### config.mk
export PLATFORM = sky130hd
export DESIGN_NAME = mips_muldiv_unit_flat
export DESIGN_NICKNAME = d
export VERILOG_FILES = /design/src/rtl/mips_pkg.sv /design/src/rtl/mips_muldiv_unit_if.sv /design/src/rtl/mips_div_step.sv /design/src/rtl/mips_muldiv_unit.sv /design/src/flat_wrapper.sv
export SDC_FILE = /design/constraint.sdc
export NUM_CORES = 1
export LEC_CHECK = 0
export CORE_AREA = 5 5 167 169
export DETAILED_ROUTE_END_ITERATION = 10
export DIE_AREA = 0 0 172 174
export GPL_TIMING_DRIVEN = 0
export PLACE_DENSITY = 0.8
export SLEW_MARGIN = 20
export SYNTH_ARGS = -nofsm -noshare
export SYNTH_HDL_FRONTEND = slang
export SYNTH_SLANG_ARGS = --single-unit
### constraint.sdc
create_clock -name clk -period 4.3 [get_ports clk]
set_clock_uncertainty 0.2 [all_clocks]
set_input_delay 0.86 -clock clk [delete_from_list [all_inputs] [get_ports clk]]
set_output_delay 0.86 -clock clk [all_outputs]
set_load 0.01 [all_outputs]
### src/rtl/mips_pkg.sv
// Shared MIPS types: mul/div operation encoding and the mul/div FSM states.
package mips_pkg;

  localparam int MULDIV_OP_WIDTH = 2;

  typedef enum logic [MULDIV_OP_WIDTH-1:0] {
    MD_MULT  = 2'd0,
    MD_MULTU = 2'd1,
    MD_DIV   = 2'd2,
    MD_DIVU  = 2'd3
  } muldiv_op_e;

  typedef enum logic [1:0] {
    IDLE   = 2'd0,
    RUN    = 2'd1,
    FINISH = 2'd2
  } muldiv_state_e;

  function automatic logic op_is_div(input muldiv_op_e op);
    return (op == MD_DIV) || (op == MD_DIVU);
  endfunction

  function automatic logic op_is_signed(input muldiv_op_e op);
    return (op == MD_MULT) || (op == MD_DIV);
  endfunction

endpackage

### src/rtl/mips_muldiv_unit_if.sv
// Controller <-> mul/div unit bundle: operation launch, MTHI/MTLO writes, HI/LO and status.
// Handshake: start is taken only when busy=0; busy stays high until the result is written,
// then done pulses for one cycle with HI/LO already updated. abort drops an in-flight op.
interface mips_muldiv_if
  import mips_pkg::*;
#(
  parameter int XLEN = 32
);
  logic             start;
  muldiv_op_e       op;
  logic [XLEN-1:0]  operand_a;
  logic [XLEN-1:0]  operand_b;
  logic             abort;
  logic             hi_write;
  logic             lo_write;
  logic [XLEN-1:0]  wr_data;
  logic             busy;
  logic             done;
  logic             div_by_zero;
  logic [XLEN-1:0]  hi_reg;
  logic [XLEN-1:0]  lo_reg;

  modport master (
    output start, op, operand_a, operand_b, abort, hi_write, lo_write, wr_data,
    input  busy, done, div_by_zero, hi_reg, lo_reg
  );

  modport slave (
    input  start, op, operand_a, operand_b, abort, hi_write, lo_write, wr_data,
    output busy, done, div_by_zero, hi_reg, lo_reg
  );
endinterface

### src/rtl/mips_div_step.sv
// One restoring-division iteration: shift the next dividend bit into the partial
// remainder and subtract the divisor when it fits.
module mips_div_step #(
  parameter int XLEN = 32
) (
  input  logic [XLEN-1:0] rem_in,
  input  logic            dividend_bit,
  input  logic [XLEN-1:0] divisor,
  output logic [XLEN-1:0] rem_out,
  output logic            q_bit
);
  logic [XLEN:0] shifted;

  // The true difference always fits XLEN bits, so the subtract can be done modulo 2^XLEN.
  always_comb begin
    shifted = {rem_in, dividend_bit};
    q_bit   = (shifted >= {1'b0, divisor});
    rem_out = q_bit ? (shifted[XLEN-1:0] - divisor) : shifted[XLEN-1:0];
  end
endmodule

### src/rtl/mips_muldiv_unit.sv
// Multi-cycle MULT/MULTU/DIV/DIVU unit with its own HI/LO pair.
// Optional MULDIV_FAST_MULT_EN: multiplies use a single-cycle multiplier and skip RUN.
module mips_muldiv_unit
  import mips_pkg::*;
#(
  parameter int XLEN = 32
) (
  input  logic          clk,
  input  logic          rst_n,
  mips_muldiv_if.slave  md,
  output muldiv_state_e state_dbg
);
  localparam int CNT_W = $clog2(XLEN + 1);
`ifdef MULDIV_FAST_MULT_EN
  localparam bit FAST_MULT = 1'b1;
`else
  localparam bit FAST_MULT = 1'b0;
`endif

  muldiv_state_e   state_q, state_d;
  logic [CNT_W-1:0] cnt_q;
  // opnd_q: multiplicand or divisor. acc_hi_q/acc_lo_q: product halves, or remainder/quotient.
  logic [XLEN-1:0] opnd_q, acc_hi_q, acc_lo_q;
  logic [XLEN-1:0] hi_q, lo_q;
  logic            is_div_q, neg_q, neg_rem_q;
  logic            done_q, dbz_q;

  logic [XLEN-1:0] a_abs, b_abs;
  logic            op_signed;
  logic [XLEN:0]   mul_sum;
  logic [XLEN-1:0] div_rem;
  logic            div_qbit;
  logic [2*XLEN-1:0] prod_raw, prod_fix;
  logic [XLEN-1:0] quot_fix, rem_fix;
  logic            div_zero;

  function automatic logic [XLEN-1:0] abs_v(input logic [XLEN-1:0] v);
    return v[XLEN-1] ? -v : v;
  endfunction

  mips_div_step #(.XLEN(XLEN)) u_div_step (
    .rem_in       (acc_hi_q),
    .dividend_bit (acc_lo_q[XLEN-1]),
    .divisor      (opnd_q),
    .rem_out      (div_rem),
    .q_bit        (div_qbit)
  );

  always_comb begin
    op_signed = op_is_signed(md.op);
    a_abs     = op_signed ? abs_v(md.operand_a) : md.operand_a;
    b_abs     = op_signed ? abs_v(md.operand_b) : md.operand_b;
    // Shift-add: add the multiplicand when the current multiplier LSB is set.
    mul_sum   = {1'b0, acc_hi_q} + (acc_lo_q[0] ? {1'b0, opnd_q} : {(XLEN+1){1'b0}});
  end

  always_comb begin
`ifdef MULDIV_FAST_MULT_EN
    prod_raw = {{XLEN{1'b0}}, opnd_q} * {{XLEN{1'b0}}, acc_lo_q};
`else
    prod_raw = {acc_hi_q, acc_lo_q};
`endif
    prod_fix = neg_q ? -prod_raw : prod_raw;
    div_zero = (opnd_q == '0);
    quot_fix = div_zero ? '1 : (neg_q ? -acc_lo_q : acc_lo_q);
    // With a zero divisor the remainder path ends holding |a|, so this restores operand_a.
    rem_fix  = neg_rem_q ? -acc_hi_q : acc_hi_q;
  end

  always_comb begin
    state_d = state_q;
    case (state_q)
      IDLE: begin
        if (md.start) begin
          if (FAST_MULT && !op_is_div(md.op)) state_d = FINISH;
          else                                state_d = RUN;
        end
      end
      RUN: begin
        if (md.abort)                    state_d = IDLE;
        else if (cnt_q == CNT_W'(1))     state_d = FINISH;
      end
      FINISH:  state_d = IDLE;
      default: state_d = IDLE;
    endcase
  end

  always_ff @(posedge clk or negedge rst_n) begin
    if (!rst_n) state_q <= IDLE;
    else        state_q <= state_d;
  end

  always_ff @(posedge clk or negedge rst_n) begin
    if (!rst_n) begin
      cnt_q     <= '0;
      opnd_q    <= '0;
      acc_hi_q  <= '0;
      acc_lo_q  <= '0;
      hi_q      <= '0;
      lo_q      <= '0;
      is_div_q  <= 1'b0;
      neg_q     <= 1'b0;
      neg_rem_q <= 1'b0;
      done_q    <= 1'b0;
      dbz_q     <= 1'b0;
    end else begin
      done_q <= 1'b0;
      case (state_q)
        IDLE: begin
          if (md.hi_write) hi_q <= md.wr_data;
          if (md.lo_write) lo_q <= md.wr_data;
          if (md.start) begin
            is_div_q  <= op_is_div(md.op);
            neg_q     <= op_signed & (md.operand_a[XLEN-1] ^ md.operand_b[XLEN-1]);
            neg_rem_q <= op_signed & op_is_div(md.op) & md.operand_a[XLEN-1];
            opnd_q    <= op_is_div(md.op) ? b_abs : a_abs;
            acc_lo_q  <= op_is_div(md.op) ? a_abs : b_abs;
            acc_hi_q  <= '0;
            cnt_q     <= CNT_W'(XLEN);
          end
        end
        RUN: begin
          if (md.abort) begin
            cnt_q <= '0;
          end else begin
            cnt_q <= cnt_q - CNT_W'(1);
            if (is_div_q) begin
              acc_hi_q <= div_rem;
              acc_lo_q <= {acc_lo_q[XLEN-2:0], div_qbit};
            end else begin
              acc_hi_q <= mul_sum[XLEN:1];
              acc_lo_q <= {mul_sum[0], acc_lo_q[XLEN-1:1]};
            end
          end
        end
        FINISH: begin
          if (!md.abort) begin
            done_q <= 1'b1;
            if (is_div_q) begin
              hi_q  <= rem_fix;
              lo_q  <= quot_fix;
              dbz_q <= div_zero;
            end else begin
              hi_q  <= prod_fix[2*XLEN-1:XLEN];
              lo_q  <= prod_fix[XLEN-1:0];
              dbz_q <= 1'b0;
            end
          end
        end
        default: ;
      endcase
    end
  end

  assign md.busy        = (state_q != IDLE);
  assign md.done        = done_q;
  assign md.div_by_zero = dbz_q;
  assign md.hi_reg      = hi_q;
  assign md.lo_reg      = lo_q;
  assign state_dbg      = state_q;

endmodule

### src/flat_wrapper.sv
// flat-port wrapper written by rule: the top's interface ports become plain ports
module mips_muldiv_unit_flat import mips_pkg::*;
#(
  parameter int XLEN = 32
)
  (clk, rst_n, state_dbg, md_start, md_op, md_operand_a, md_operand_b, md_abort, md_hi_write, md_lo_write, md_wr_data, md_busy, md_done, md_div_by_zero, md_hi_reg, md_lo_reg);
  mips_muldiv_if #(.XLEN(XLEN)) md_i ();
  input  logic clk;
  input  logic rst_n;
  output muldiv_state_e state_dbg;
  input wire logic [$bits(md_i.start)-1:0] md_start;
  input wire logic [$bits(md_i.op)-1:0] md_op;
  input wire logic [$bits(md_i.operand_a)-1:0] md_operand_a;
  input wire logic [$bits(md_i.operand_b)-1:0] md_operand_b;
  input wire logic [$bits(md_i.abort)-1:0] md_abort;
  input wire logic [$bits(md_i.hi_write)-1:0] md_hi_write;
  input wire logic [$bits(md_i.lo_write)-1:0] md_lo_write;
  input wire logic [$bits(md_i.wr_data)-1:0] md_wr_data;
  output wire logic [$bits(md_i.busy)-1:0] md_busy;
  output wire logic [$bits(md_i.done)-1:0] md_done;
  output wire logic [$bits(md_i.div_by_zero)-1:0] md_div_by_zero;
  output wire logic [$bits(md_i.hi_reg)-1:0] md_hi_reg;
  output wire logic [$bits(md_i.lo_reg)-1:0] md_lo_reg;
  assign md_i.start = md_start;
  assign md_i.op = md_op;
  assign md_i.operand_a = md_operand_a;
  assign md_i.operand_b = md_operand_b;
  assign md_i.abort = md_abort;
  assign md_i.hi_write = md_hi_write;
  assign md_i.lo_write = md_lo_write;
  assign md_i.wr_data = md_wr_data;
  assign md_busy = md_i.busy;
  assign md_done = md_i.done;
  assign md_div_by_zero = md_i.div_by_zero;
  assign md_hi_reg = md_i.hi_reg;
  assign md_lo_reg = md_i.lo_reg;
  mips_muldiv_unit #(.XLEN(XLEN)) u_core (.clk(clk), .rst_n(rst_n), .md(md_i), .state_dbg(state_dbg));
endmodule
[Word level (Yosys, flattened, before mapping)]
Index checks and enable logic that the tools add are counted.
Widths: inputs -> output; s select.
Storage, ports and cells
  word-level logic and storage cells: 90
  bits in registers: 173
  bits of input ports: 104
Cells by class
  multiplexer cells: 38
  equal/unequal tests: 11
  add/sub/neg operators: 8
  bitwise gates (word level): 5
  reductions and logical operators: 15
  $lt $le $gt $ge: 1
Operators with widths (count)
  $mux 32: 23
  $pmux 32 s2: 4
  $neg 32->32: 4
  $mux 64: 1
  $neg 64->64: 1
  $add 32x33->33: 1
  $ge 33x32->1: 1
  $logic_not 32->1: 1
  $sub 32x32->32: 1
  $mux 6: 2
  $pmux 6 s2: 1
  $ne 2x2->1 const B: 5
  $reduce_and 3->1: 3
  $reduce_and 2->1: 4
  $eq 2x2->1 const B: 3
  $eq 6x1->1 const B: 1
  $mux 2: 3
  $reduce_bool 2->1: 3
  $sub 6x1->6 const B: 1
  $logic_not 2->1: 2
  $pmux 2 s2: 1
  $and 1x1->1: 3
  $mux 1: 3
  $ne 3x2->1 const B: 1
  other kinds (4): 5

[Depth between registers and ports, before layout]
Gate-level depths: netlist of run 1.
  depth after elaboration: 6
  depth in mapped cells: 16
  gate-level depth less buffers: 14

[By module]
From an unflattened synthesis of run 1, not the netlist that was laid out.
Second synthesis, totals
  cells, all modules: 1980
  area, all modules: 15364.7 µm²
Modules (own cells, without submodules)
  mips_muldiv_unit: cells an instance 1657, area each 13033.8 µm², sequential area each 4329.2 µm², times used 1
  mips_div_step: cells an instance 323, area each 2331.0 µm², sequential area each 0.0 µm², times used 1

[Worst setup path after synthesis of run 1]
No wires, ideal clock.
  path type: flip-flop to flip-flop
  start: register u_core.acc_lo_q[0]
  end: register u_core.acc_hi_q[25]
  arrival: 3349 ps
  path slack: 625 ps
  required time: 3974 ps
  path buffers: 2
  library setup time: 126 ps
  stages on the path, launching flop included: 15
  cell sequence: dfrtp_1 clkbuf_8 inv_1 clkbuf_1 nor2_1 ha_1 a21o_1 or3b_2 o21ba_2 o21a_1 o21ai_0 a2bb2oi_1 a21boi_0 xor2_1 a221o_1
On the way
  word-level cells in the longest chain between the ends: 5
RTL lines
  start: declaration: line mips_muldiv_unit.sv:23  | logic [XLEN-1:0] opnd_q, acc_hi_q, acc_lo_q;
  start signal: assignment: line mips_muldiv_unit.sv:117  | acc_lo_q <= op_is_div(md.op) ? a_abs : b_abs;
  start signal: assignment: line mips_muldiv_unit.sv:129  | acc_lo_q <= {acc_lo_q[XLEN-2:0], div_qbit};
  start signal: assignment: line mips_muldiv_unit.sv:132  | acc_lo_q <= {mul_sum[0], acc_lo_q[XLEN-1:1]};
  $mux 32: line mips_muldiv_unit.sv:54  | mul_sum = {1'b0, acc_hi_q} + (acc_lo_q[0] ? {1'b0, opnd_q} : {(XLEN+1){1'b0}});
  $add 32x33->33: line mips_muldiv_unit.sv:54
  $mux 32: line mips_muldiv_unit.sv:127  | if (is_div_q) begin
  $mux 32: line mips_muldiv_unit.sv:123  | if (md.abort) begin
  $pmux 32 s2: line mips_muldiv_unit.sv:108  | case (state_q)
  end signal: assignment: line mips_muldiv_unit.sv:128  | acc_hi_q <= div_rem;
  end signal: assignment: line mips_muldiv_unit.sv:131  | acc_hi_q <= mul_sum[XLEN:1];
  end: declaration: line mips_muldiv_unit.sv:23
No other way between the ends. The select of a mux whose other input is x is not followed.
A chain may end at the register's enable or synchronous reset.

[Worst setup path after layout of run 1]
  start: register u_core.acc_hi_q[15]
  end: register u_core.acc_hi_q[1]
On the way
  word-level cells in the longest chain between the ends: 5
RTL lines
  $ge 33x32->1: line mips_div_step.sv:17  | q_bit = (shifted >= {1'b0, divisor});
  $mux 32: line mips_div_step.sv:18  | rem_out = q_bit ? (shifted[XLEN-1:0] - divisor) : shifted[XLEN-1:0];
  $mux 32: line mips_muldiv_unit.sv:127
  $mux 32: line mips_muldiv_unit.sv:123
  $pmux 32 s2: line mips_muldiv_unit.sv:108
No other way between the ends. The select of a mux whose other input is x is not followed.

==> reports/metrics.yaml, run 1 <==
synth:
  syn_avg_cell_area_um2: 7.78
  async_flop_share: 1.00
  ys_seq_area_frac: 0.288
  synthTopCellsByArea: "dfrtp_1, xnor2_1, o21ai_0"
  synth_seq_cells: 173
  synth_top_area_frac: 0.288
  ys_warn_count: 0
  synth_largest_area_cell: "dfrtp_1"
  synth_area_um2: 15000
  synth_top_flop_cell: "dfrtp_1"
  netlist_instances: 1932
  synth_cell_types: 89
  synth_edf_count: 0
  synth_nets: 2108
clock_network:
  numClockSinks: 173
  clock_latency_ns: 0.46
  cts_tree: "done"
  cts_buffers: 17
  root_buffer: "clkbuf_16"
  cts-htree-levels: 4
  clk_pin_slew_ns: 0.09
  cts_hold_buf: 0
  cts_buffer_depth: 2
cells_and_area:
  layout-drive-gt1-share: 0.0532
  fin_util: 0.680
  area_growth_pct: 19.5
  final_nets: 2304
  regArea_um2: 4330
  multi_input_area_um2: 9960
  n_fill_cell: 2327
die:
  die_w_um: 172
  std_cell_rows: 60
  ios: 173
  fp.dieH_um: 174
  initial_core_util: 0.569
  die-area_um2: 29900
  fp.coreArea_um2: 26400
critical_path:
  cp_slowest_cell: "dfrtp_2"
  cp.arrival_ns: 4.28
  cp-end-kind: "flip-flop"
  crit_buf_inv: 2
  path_cells: "ha_1, clkbuf_1, a21oi_1, o221a_2, o221ai_1, a221oi_2, nand2_2, a22oi_2, nand2_1, clkbuf_2, nand2_1, o211ai_1, a32o_1"
  path_class: "flip-flop to flip-flop"
  crit_top_cell: "nand2_1"
  start_kind: "flip-flop"
  cp_slowest_stage_delay_ns: 0.53
  cp_max_fo: 10
  crit_family: "compound AO/OA/AOI/OAI gates"
  critPathRequiredTime_ns: 4.43
power:
  total_power_mw: 14.3
  powerDensity_nw_per_um2: 797
  peakVddDrop_mv: 0.374
  p_leak_nw: 7.46
route:
  via_count: 16394
  drc: 0
  drtIter0Drc: 2339
  drt-vias-per-instance: 6.60
  wl_per_cell_um: 23.3
  routed_wl_um: 57800
  ant_nets: 0
  drt-pass1-iter-count: 8
sta:
  setup_violations: 0
  max_freq_mhz: 241
  finalSetupTns_ns: 0
  holdWs_ns: 0.165
  max_slew.worst_pin.slew_ns: 1.07
  finalWorstSetupSlack_ns: 0.150
  max-slew-margin-rel: 0.282
  finalMaxSlewViolations: 0
  hold_viol: 0
  finalCritPeriodShare: 0.965
  final.min_clock_period_ns: 4.15
grt:
  grt_max_degree: 97
  globalRouteOverflowTotal: 0
  grt_pass1_vias: 15094
  grt_use_total: 0.372
  antenna_found_initial: 0
  grt_pass1_wl_um: 87400
place:
  dp_slack_ns: -0.701
  dp_hpwl_um: 44800
  gp_congestion: 0.993
  port_buffers: 172
worst_hold_path:
  hold_class: "input port to async pin"
job:
  maxCapViolCount: 0
status:
  status: "finished clean"
==> cells in the mapped netlist, types with 4 or more instances <==
cell / n
mux2_2: 7
o221ai_1: 4
and2_1: 8
xor2_1: 51
a311oi_1: 4
a211oi_1: 19
o211ai_1: 28
nor2b_1: 13
o21bai_1: 7
o41ai_1: 11
and3_1: 7
clkbuf_8: 4
nand3_1: 47
clkbuf_1: 96
a22o_1: 14
o21a_1: 12
buf_1: 6
inv_1: 71
nand2_1: 227
buf_2: 4
nor3_1: 36
o21ai_0: 183
o31ai_1: 30
nand4_1: 14
a31oi_1: 34
a21o_1: 31
a21oi_1: 171
nor2_1: 180
dfrtp_1: 173
nand2b_1: 18
or3_2: 5
a221oi_1: 4
or4_1: 13
xnor2_1: 115
o31a_1: 6
or3_1: 23
o22ai_1: 28
mux2i_1: 44
nor4_1: 23
nor3b_1: 5
ha_1: 70
a21boi_0: 4
==> worst register-to-register path: stages, from the launching register on <==
cell and delay (ns):
dfrtp_2 0.53, ha_1 0.33, clkbuf_1 0.18, a21oi_1 0.29, o221a_2 0.24, o221ai_1 0.12, a221oi_2 0.31, nand2_2 0.17
a22oi_2 0.37, nand2_1 0.35, clkbuf_2 0.37, nand2_1 0.12, o211ai_1 0.10, a32o_1 0.33
==> final timing paths <==
| path | start | to | slack (ns) | depth (start not counted) |
|---|---|---|---|---|
| hold / removal | rst_n | u_core.md.div_by_zero | 0.16 | 1 |
| max in group asynchronous | rst_n | u_core.acc_hi_q[2] | 2.78 | 2 |
| hold reg to reg | u_core.md.lo_reg[4] | u_core.md.lo_reg[4] | 0.28 | 2 |
| setup / recovery | u_core.acc_hi_q[15] | u_core.acc_hi_q[1] | 0.15 | 13 |
| min in group clk | u_core.md.lo_reg[4] | u_core.md.lo_reg[4] | 0.28 | 2 |
| setup reg to reg | u_core.acc_hi_q[15] | u_core.acc_hi_q[1] | 0.15 | 13 |
==> where the power goes <==
group / switching (mW) / internal (mW)
clock network: 0.876 / 0.809
registers: 0.952 / 2.37
logic: 5.52 / 3.79
==> cells in the final DEF (no fill, tap or decap), drive strengths merged, types with 14 or more instances in the layout <==
cell	count
nand2	229
o21ai	186
nor2	181
dfrtp	173
clkdlybuf4s50	173
a21oi	171
clkbuf	119
xnor2	115
inv	79
ha	70
xor2	51
nand3	47
mux2i	44
nor3	37
a31oi	34
o31ai	32
a21o	31
o211ai	28
o22ai	28
or3	28
nor4	26
buf	20
a211oi	19
nand2b	18
nand4	16
or4	16
a22o	14
==> timing repair <==
| item | 4_1_cts | 5_1_grt |
|---|---|---|
| pin swaps | 0 | 3 |
| resized for setup | 11 | 19 |
| setup endpoints to repair | 16 | 29 |
| gates cloned | 0 | 0 |
| buffers inserted | 0 | 4 |
==> per-stage QoR <==
| stage | instance area [µm²] | instances |
|---|---|---|
| 6_report | 18000 | 2483 |
| 5_1_grt | 18000 | 2482 |
| 4_1_cts | 17900 | 2478 |
| 3_5_place_dp | 17200 | 2446 |
| 3_3_place_gp | 17200 | 2445 |
| 2_1_floorplan | 15000 | 1932 |
==> logic make-up (layout without fill, tap and decap cells) <==
kind of cell / count (synthesis) / after routing / synth area share
and+or+nand+nor: 646 / 646 / 0.203
DFF: 173 / 173 / 0.288
xor gates and xnor gates: 166 / 166 / 0.0967
buffers and inverters: 190 / 399 / 0.0541
adders and majority gates: 72 / 72 / 0.0609
other: 0 / 1 / 0
muxes: 51 / 51 / 0.0345
AOI/OAI and AO/OA: 634 / 634 / 0.263
==> cell type report <==
cell class | instances | share of cell area
multi-input cells | 1569 | 0.555
flip-flops and latches | 173 | 0.241
repair buffers | 177 | 0.0993
plain buffers | 119 | 0.0312
well taps | 341 | 0.0238
clock buffers | 17 | 0.0237
inverters | 71 | 0.0148
clock inverters | 15 | 0.0114
diodes | 1 | 0.000139
==> layer usage <==
metal,part of all wire,track usage,vias up
li1,-,-,7379
met1,0.41,0.524,7773
met2,0.44,0.565,1076
met3,0.11,0.0580,166
met4,0.051,0.167,0
met5,0,0,-
Note: power is estimated with default switching activity, not from simulation.
==> run 2, diff against run 1 <==
--- a/config.mk
+++ b/config.mk
@@ -5,11 +5,11 @@
 export SDC_FILE = /design/constraint.sdc
 export NUM_CORES = 1
 export LEC_CHECK = 0
-export CORE_AREA = 5 5 167 169
+export CORE_AREA = 5 5 200 202
 export DETAILED_ROUTE_END_ITERATION = 10
-export DIE_AREA = 0 0 172 174
+export DIE_AREA = 0 0 205 207
 export GPL_TIMING_DRIVEN = 0
-export PLACE_DENSITY = 0.8
+export PLACE_DENSITY = 0.65
 export SLEW_MARGIN = 20
 export SYNTH_ARGS = -nofsm -noshare
 export SYNTH_HDL_FRONTEND = slang
==> run 2 against run 1 <==
  * Worst setup slack got worse by 0.00083 ns
  * Core utilization down 20 points
  * Critical endpoint is now u_core.acc_lo_q[31]
  * Flip-flop and latch count did not move
  * Design area is 1.1% higher
  * Die area rose by 42%
  * Sequential power about the same
  * Critical path depth shrank 2
==> reports/metrics.yaml, run 2 (same netlist as run 1, synthesis figures left out) <==
clock_network:
  cts-htree-levels: 4  # unchanged
  clock_latency_ns: 0.45  # about the same
  root_buffer: "clkbuf_16"
  clk_pin_slew_ns: 0.07  # -0.02 ns
  numClockSinks: 173  # unchanged
  cts_buffer_depth: 2  # unchanged
  cts_tree: "done"
  cts_buffers: 17  # unchanged
power:
  powerDensity_nw_per_um2: 785  # -1.6%
  p_leak_nw: 7.45  # -0.13%
  total_power_mw: 14.3  # -0.44%
  peakVddDrop_mv: 0.384  # +2.6%
sta:
  max-slew-margin-rel: 0.264  # -0.0182
  max_freq_mhz: 241  # about the same
  finalMaxSlewViolations: 0  # unchanged
  setup_violations: 0  # unchanged
  finalCritPeriodShare: 0.965  # about the same
  hold_viol: 0  # unchanged
  max_slew.worst_pin.slew_ns: 1.09  # +0.0271 ns
  holdWs_ns: 0.226  # +0.0619 ns
  final.min_clock_period_ns: 4.15  # +0.000832 ns
  rsz0062_at_grt: "false"
cells_and_area:
  layout-drive-gt1-share: 0.0537  # +0.000492
  final_cell_area_um2: 18200  # +1.1%
  final_cell_mix: "nand2_1, nor2_1, o21ai_0"
  area_growth_pct: 20.9
  final_nets: 2305  # +0.043%
  final_common_cell: "nand2_1"
  antenna_cells: 0  # -1
grt:
  grt_max_degree: 93  # -4.1%
  grt_use_total: 0.270  # -0.102
  globalRouteOverflowTotal: 0  # unchanged
  antenna_found_initial: 0  # unchanged
  grt_pass1_vias: 15111  # +0.11%
  grt_pass1_wl_um: 90000  # +3.0%
die:
  fp.coreArea_um2: 38100  # +44%
  die_w_um: 205  # +19%
  die-area_um2: 42400  # +42%
  ios: 173  # unchanged
  fp.dieH_um: 207  # +19%
  initial_core_util: 0.394  # -0.174
  std_cell_rows: 72  # +20%
critical_path:
  crit_buf_inv: 1  # -1
  cp_slowest_cell: "or4_1"
  r2r_slack_ns: 0.21  # +0.06 ns
  cp-end-kind: "flip-flop"
  crit_top_cell: "o21ai_0"
  cp.arrival_ns: 4.29  # about the same
  path_cells: "clkdlybuf4s50_1, or4_1, nor4_4, and3_2, nand3_1, or3_1, nor3_1, o21ai_0, nand2_1, o21ai_0, a221oi_1"
  start_kind: "input port"
  critPathRequiredTime_ns: 4.44  # about the same
  cp_max_fo: 5  # -5
  crit_family: "simple AND/OR/NAND/NOR gates"
  cp_slowest_stage_delay_ns: 0.61  # +0.08 ns
  path_class: "input port to flip-flop"
place:
  dpl-instance-area_um2: 17500  # +1.4%
  port_buffers: 172  # unchanged
  dp_hpwl_um: 47500  # +6.2%
  gp_congestion: 1.01  # +1.4%
route:
  wl_per_cell_um: 22.5  # -3.3%
  drtIter0Drc: 1515  # -35%
  routed_wl_um: 59800  # +3.5%
  via_count: 15834  # -3.4%
  ant_nets: 0  # unchanged
  drt-pass1-iter-count: 6  # -2
  drt-vias-per-instance: 5.96  # -9.8%
  drc: 0  # unchanged
status:
  status: "finished clean"
job:
  maxCapViolCount: 0  # unchanged
worst_hold_path:
  hold_class: "input port to async pin"
[run 2: repair_timing]
action                                  4_1_cts  5_1_grt
resized for setup                            10       25
hold buffers                                  0        0
pin swaps                                     1        3
buffers inserted                              1        3
endpoints found under the setup margin       17       34
[run 2: area by class of cell]
| class | instances | area [µm²] |
|---|---|---|
| plain buffers | 119 | 561 |
| clock inverters | 12 | 138 |
| multi-input cells | 1569 | 9970 |
| flip-flops and latches | 173 | 4330 |
| inverters | 71 | 267 |
| clock buffers | 18 | 439 |
| fillers | 3838 | 19900 |
| repair buffers | 178 | 1810 |
| well taps | 518 | 648 |
[run 2: worst paths after layout]
path	to	startpoint	depth (start not counted)
min in group clk	u_core.opnd_q[18]	u_core.opnd_q[18]	1
worst max register to register	u_core.acc_hi_q[28]	u_core.acc_lo_q[0]	15
max in group asynchronous	u_core.acc_hi_q[16]	rst_n	3
worst min-delay path	u_core.md.hi_reg[19]	rst_n	2
worst min register to register	u_core.opnd_q[18]	u_core.opnd_q[18]	1
worst max-delay path	u_core.acc_lo_q[31]	md_operand_a[2]	11
[run 2: report_power, final]
part	switching [mW]	internal, mW
logic	5.52	3.80
clock network	0.724	0.871
registers	0.974	2.37
[run 2: per-stage QoR]
stage / setup WS, ns / TNS (ns) / utilization / std cells
after floorplan: 0.625 / 0 / - / 1932
after global placement: -5.31 / -917.00 / 0.457 / 2622
after detailed placement: -0.627 / -5.16 / 0.458 / 2624
after CTS: 0.00512 / 0 / 0.474 / 2655
after global routing: 0.0158 / 0 / 0.477 / 2658
final: 0.149 / 0 / 0.477 / 2658
[run 2: worst register-to-register path: stages (launching register included)]
cell and delay (ns):
dfrtp_1 0.37, clkbuf_8 0.17, inv_1 0.17, buf_2 0.29, nor2_1 0.08, ha_1 0.34
a21oi_1 0.22, o21ai_1 0.19, o31ai_4 0.37, o21bai_1 0.23, a211o_1 0.36, nand2_1 0.13
nor3_1 0.07, a2111oi_2 0.44, mux2i_1 0.23, o211ai_1 0.10
[run 2: per-layer routing]
metal | share of wire | global-route usage | vias up | wire [µm]
met5 | 0 | 0 | - | 0
met4 | 0.039 | 0.102 | 0 | 2340
li1 | - | - | 7380 | -
met2 | 0.44 | 0.423 | 782 | 26600
met1 | 0.43 | 0.375 | 7568 | 26000
met3 | 0.081 | 0.0444 | 104 | 4870
==> run 3, diff against run 2 <==
--- a/config.mk
+++ b/config.mk
@@ -9,7 +9,7 @@
 export DETAILED_ROUTE_END_ITERATION = 10
 export DIE_AREA = 0 0 205 207
 export GPL_TIMING_DRIVEN = 0
-export PLACE_DENSITY = 0.65
+export PLACE_DENSITY = 0.58
 export SLEW_MARGIN = 20
 export SYNTH_ARGS = -nofsm -noshare
 export SYNTH_HDL_FRONTEND = slang
==> run 3 against run 2 <==
  * Core utilization shrank 0.079 points
  * Via count shrank 1.4%
  * First-iteration DRC count shrank 13%
  * Critical path type unchanged
  * Die area is the same
  * Non-clock buffer count shrank 3
  * Largest power group unchanged
  * Clock power is essentially flat
  * Critical path depth is the same
  * Wire length grew 2.7%
  * Final cell count is essentially flat
==> reports/metrics.yaml, run 3 (same netlist as run 1, synthesis figures left out) <==
status:
  status: "finished clean"
critical_path:
  timing.rr.end: "u_core.acc_hi_q[0]"
  cp-end-kind: "flip-flop"
  crit_buf_inv: 1  # unchanged
  reg2reg_from: "u_core.opnd_q[1]"
  start_kind: "input port"
  path_class: "input port to flip-flop"
  r2r_slack_ns: 0.15  # -0.06 ns
  cp_slowest_cell: "or4_1"
  cp_max_fo: 5  # unchanged
  path_cells: "clkdlybuf4s50_1, or4_1, nor4_4, and3_2, nand3_1, or3_1, o41ai_1, xor2_1, nand2_1, o21ai_0, a21oi_1"
  crit_family: "simple AND/OR/NAND/NOR gates"
  r2r_cells: 14  # -1
  cp_slowest_stage_delay_ns: 0.64  # +0.03 ns
  cp.arrival_ns: 4.29  # about the same
  critPathRequiredTime_ns: 4.43  # about the same
place:
  port_buffers: 172  # unchanged
  dpl-instance-area_um2: 17500  # unchanged
  gp_congestion: 0.980  # -2.7%
  dp_hpwl_um: 49000  # +3.2%
  dp_slack_ns: -0.469  # +0.157 ns
grt:
  grt_pass1_vias: 15035  # -0.50%
  grt_max_degree: 79  # -15%
  grt_pass1_wl_um: 92600  # +2.9%
  globalRouteOverflowTotal: 0  # unchanged
  antenna_found_initial: 0  # unchanged
  grt_use_total: 0.279  # +0.00913
power:
  p_leak_nw: 7.43  # -0.17%
  sw_frac_of_total: 0.515  # +0.00834
  pwr-share-clk: 0.112  # about the same
  peakVddDrop_mv: 0.366  # -4.6%
  total_power_mw: 14.3  # +0.33%
  power.share.sequential: 0.233  # -0.002
  p_int_mw: 6.94  # -1.4%
  netSwitchingPower_mw: 7.36  # +2.0%
  p_comb_frac: 0.655  # +0.002
  powerDensity_nw_per_um2: 789  # +0.50%
route:
  via_count: 15618  # -1.4%
  drc: 0  # unchanged
  drt-vias-per-instance: 5.88  # -1.3%
  ant_nets: 0  # unchanged
  routed_wl_um: 61400  # +2.7%
  drt-pass1-iter-count: 6  # unchanged
  wl_per_cell_um: 23.1  # +2.7%
  drtIter0Drc: 1317  # -13%
die:
  ios: 173  # unchanged
  std_cell_rows: 72  # unchanged
  initial_core_util: 0.394  # unchanged
  die_w_um: 205  # unchanged
  fp.dieH_um: 207  # unchanged
  fp.coreArea_um2: 38100  # unchanged
  die-area_um2: 42400  # unchanged
cells_and_area:
  n_fill_cell: 3858  # +0.52%
  final_nets: 2302  # -0.13%
  antenna_cells: 0  # unchanged
  multi_input_area_um2: 9950  # -0.21%
  fin_util: 0.476  # -0.000788
  final_cell_area_um2: 18100  # -0.17%
  area_growth_pct: 20.7
  layout-drive-gt1-share: 0.0510  # -0.00278
  final_cell_mix: "nand2_1, o21ai_0, nor2_1"
  final_common_cell: "nand2_1"
  regArea_um2: 4330  # unchanged
sta:
  hold_viol: 0  # unchanged
  finalMaxSlewViolations: 0  # unchanged
  max_slew.worst_pin.slew_ns: 1.28  # +0.189 ns
  finalWorstSetupSlack_ns: 0.131  # -0.0181 ns
  final.min_clock_period_ns: 4.17  # +0.0181 ns
  finalSetupTns_ns: 0  # unchanged
  max-slew-margin-rel: 0.142  # -0.122
  rsz0062_at_grt: "true"
  max_freq_mhz: 240  # -0.44%
  finalCritPeriodShare: 0.970  # +0.00422
  setup_violations: 0  # unchanged
worst_hold_path:
  hold_class: "input port to async pin"
clock_network:
  cts-htree-levels: 4  # unchanged
  cts_tree: "done"
  cts_buffers: 17  # unchanged
  cts_buffer_depth: 2  # unchanged
  numClockSinks: 173  # unchanged
  cts_hold_buf: 0  # unchanged
  clock_latency_ns: 0.46  # about the same
  root_buffer: "clkbuf_16"
  clk_pin_slew_ns: 0.08  # about the same
job:
  maxCapViolCount: 0  # unchanged
## run 3: cell count changes in the layout (fill, tap and decap cells not counted), moves of 2 or more
cell | previous run | this run
bufinv_16 | 2 | 0
buf_4 | 6 | 3
inv_8 | 0 | 2
o21ai_0 | 179 | 181
clkinv_2 | 2 | 0
clkbuf_1 | 91 | 93
o21ai_2 | 2 | 0
clkbuf_2 | 3 | 1
clkinv_4 | 3 | 1
clkinv_8 | 0 | 4
inv_6 | 3 | 7
## run 3: cell type report
type,instances,share of cell area
Multi-Input combinational cell,1569,0.549
Tap cell,518,0.0357
Timing Repair Buffer,175,0.0986
Sequential cell,173,0.239
Inverter,71,0.0147
Buffer,119,0.0309
Clock buffer,17,0.0235
Clock inverter,15,0.00911
## run 3: how the worst max path moves through the flow
stage | start | to | cells past startpoint
2_1_floorplan | u_core.acc_lo_q[0] | u_core.acc_hi_q[25] | 14
3_3_place_gp | rst_n | u_core.opnd_q[25] | 1
3_5_place_dp | u_core.acc_lo_q[0] | u_core.acc_hi_q[31] | 14
4_1_cts | u_core.acc_lo_q[0] | u_core.acc_hi_q[28] | 15
5_1_grt | u_core.acc_lo_q[0] | u_core.acc_hi_q[28] | 16
6_report | md_operand_a[4] | u_core.acc_lo_q[29] | 11
## run 3: per-stage QoR
stage                     instances  hold slack, ns
final                          2657          0.0724
after global routing           2657          0.0835
after CTS                      2657          0.0804
after detailed placement       2624           0.270
after global placement         2622           0.263
after floorplan                1932           0.250
## run 3: power by group through the flow
stage	clock network, mW	registers [mW]	logic, mW
3_3_place_gp	0	3.31	9.01
5_1_grt	1.69	3.42	10.2
3_5_place_dp	0	3.33	9.11
6_report	1.60	3.34	9.37
2_1_floorplan	0	3.12	6.11
4_1_cts	1.62	3.30	9.18
## run 3: timing repair
item / CTS / global route
buffers inserted: 1 / 0
gates cloned: 0 / 0
endpoints found under the setup margin: 22 / 26
pin swaps: 1 / 1
resized for setup: 9 / 18
## run 3: routing by layer
layer,GRT usage,part of all wire
met2,0.438,0.45
met4,0.0961,0.037
met1,0.390,0.44
met5,0,0
met3,0.0475,0.079
==> RTL edit, RTL diff (settings of run 1) <==
Change the localparam `FAST_MULT` from 1'b0 to 1'b1.
--- a/src/rtl/mips_muldiv_unit.sv
+++ b/src/rtl/mips_muldiv_unit.sv
@@ -14,7 +14,7 @@
 `ifdef MULDIV_FAST_MULT_EN
   localparam bit FAST_MULT = 1'b1;
 `else
-  localparam bit FAST_MULT = 1'b0;
+  localparam bit FAST_MULT = 1'b1;
 `endif
 
   muldiv_state_e   state_q, state_d;
Function: changed (a bounded check fails within 4 cycles, from zero or initial values and one cycle with rst_n low).
==> RTL edit against run 1 <==
  * Die area is the same
  * Total power is 11% lower
  * Setup slack got worse by 0.049 ns
  * Routed wire length rose by 11%
  * Sequential cell count unchanged
  * Synthesized area is 3.3% higher
  * Design area rose by 2.2%
  * Critical path type unchanged
  * Largest power group unchanged
==> RTL edit: results (changes against run 1) <==
Post-synthesis adder-cell area fraction -> 5.90% (-0.19 points)
Synth Area in XOR/XNOR -> 9.53% (-0.14 points)
Nets -> 2431 (+5.5%)
Syn Nets -> 2245 (+6.5%)
First-pass GRT wire length -> 95900 um (+9.7%)
Initial DRC Count -> 2566 (+9.7%)
Placed Area -> 17700 sq um (+2.8%)
DP Worst Slack -> -0.688 ns (+0.0125 ns)
Leakage power -> 7.52 nW (+0.89%)
Wire length on met3 -> 7570 um (+24%)
Post-synthesis mux area share -> 3.33% (-0.13 points)
Comb power frac -> 63.0% (-2.0 points)
Final Routed Wirelength -> 63900 um (+11%)
Fraction of layout instances using a drive strength above 1 -> 3.93% (-1.4 points)
CP max stage delay -> 0.68 ns (+0.15 ns)
ClkCell Share -> 3.24% (-0.27 points)
Post-Layout Cell Count -> 2608 (+5.0%)
Met3 Use GR -> 9.94% (+4.1 points)
Fraction of area in multi-input gates -> 57.2% (+1.7 points)
Commonest cells in the netlist -> a21oi_1, nand2_1, nor2_1
Cell Int Power -> 6.22 mW (-11%)
Pre-antenna DRT Iters -> 6 (-2)
Initial antenna violation count -> 1 (+1)
Critical-path top delay cell -> dfrtp_1
Slew @ Worst Pin -> 1.06 ns (-0.00234 ns)
HPWL after DPL -> 50500 um (+13%)
Synth Area per Inst -> 7.51 sq um (-3.5%)
Logic inverters -> 65 (-8.5%)
Proportion of cell area occupied by registers -> 23.6% (-0.51 points)
Grt met2 use -> 61.8% (+5.3 points)
IO buf count -> 170 (-1.2%)
Status -> completed
Global routing usage on met1 -> 56.6% (+4.2 points)
DR WL met2 -> 27400 um (+8.7%)
#MultiIn Comb -> 1697 (+8.2%)
Buffers, non-clock -> 301 (+1.7%)
Multi-input logic area -> 10500 sq um (+5.4%)
Max Used Layer -> met5
VDD IR max -> 382 uV (+2.2%)
Via count -> 17820 (+8.7%)
Compound-Gate Fraction of Synth Area -> 27.3% (+1.0 points)
Non-clk buf share -> 12.3% (-0.72 points)
Vias in the first global route -> 16652 (+10%)
Synth area leaders -> dfrtp_1, a21oi_1, o21ai_0
Logic power comb -> 8.07 mW (-13%)
# placed instances -> 2581 (+5.5%)
GRT Util Overall -> 41.0% (+3.8 points)
Synth unique cells -> 78 (-12%)
Antenna diodes -> 0 (-1)
Seq Cell Count -> 173 (unchanged)
## RTL edit: cell count changes after synthesis, sizes merged, moves of 9 or more
cell	before	now
a21oi	171	246
and3	8	17
or3	28	40
clkbuf	101	119
xor2	51	61
nor2	181	212
o21ai	186	203
a22o	14	5
o31ai	32	21
nand2	229	217
## RTL edit: final timing paths
path / startpoint / to / slack (ns) / cells after the start
worst min-delay path: rst_n / u_core.acc_hi_q[22] / 0.17 / 1
worst max-delay path: u_core.acc_hi_q[3] / u_core.acc_lo_q[0] / 0.10 / 11
max in group asynchronous: rst_n / u_core.opnd_q[15] / 2.80 / 2
min in group clk: u_core.md.lo_reg[15] / u_core.md.lo_reg[15] / 0.28 / 2
worst max register to register: u_core.acc_hi_q[3] / u_core.acc_lo_q[0] / 0.10 / 11
worst min register to register: u_core.md.lo_reg[15] / u_core.md.lo_reg[15] / 0.28 / 2
## RTL edit: repair_timing
item                                    in CTS  in global routing
gates cloned                                 0                  0
pin swaps                                    1                  1
endpoints found under the setup margin      17                 28
gates resized for setup                     12                 16
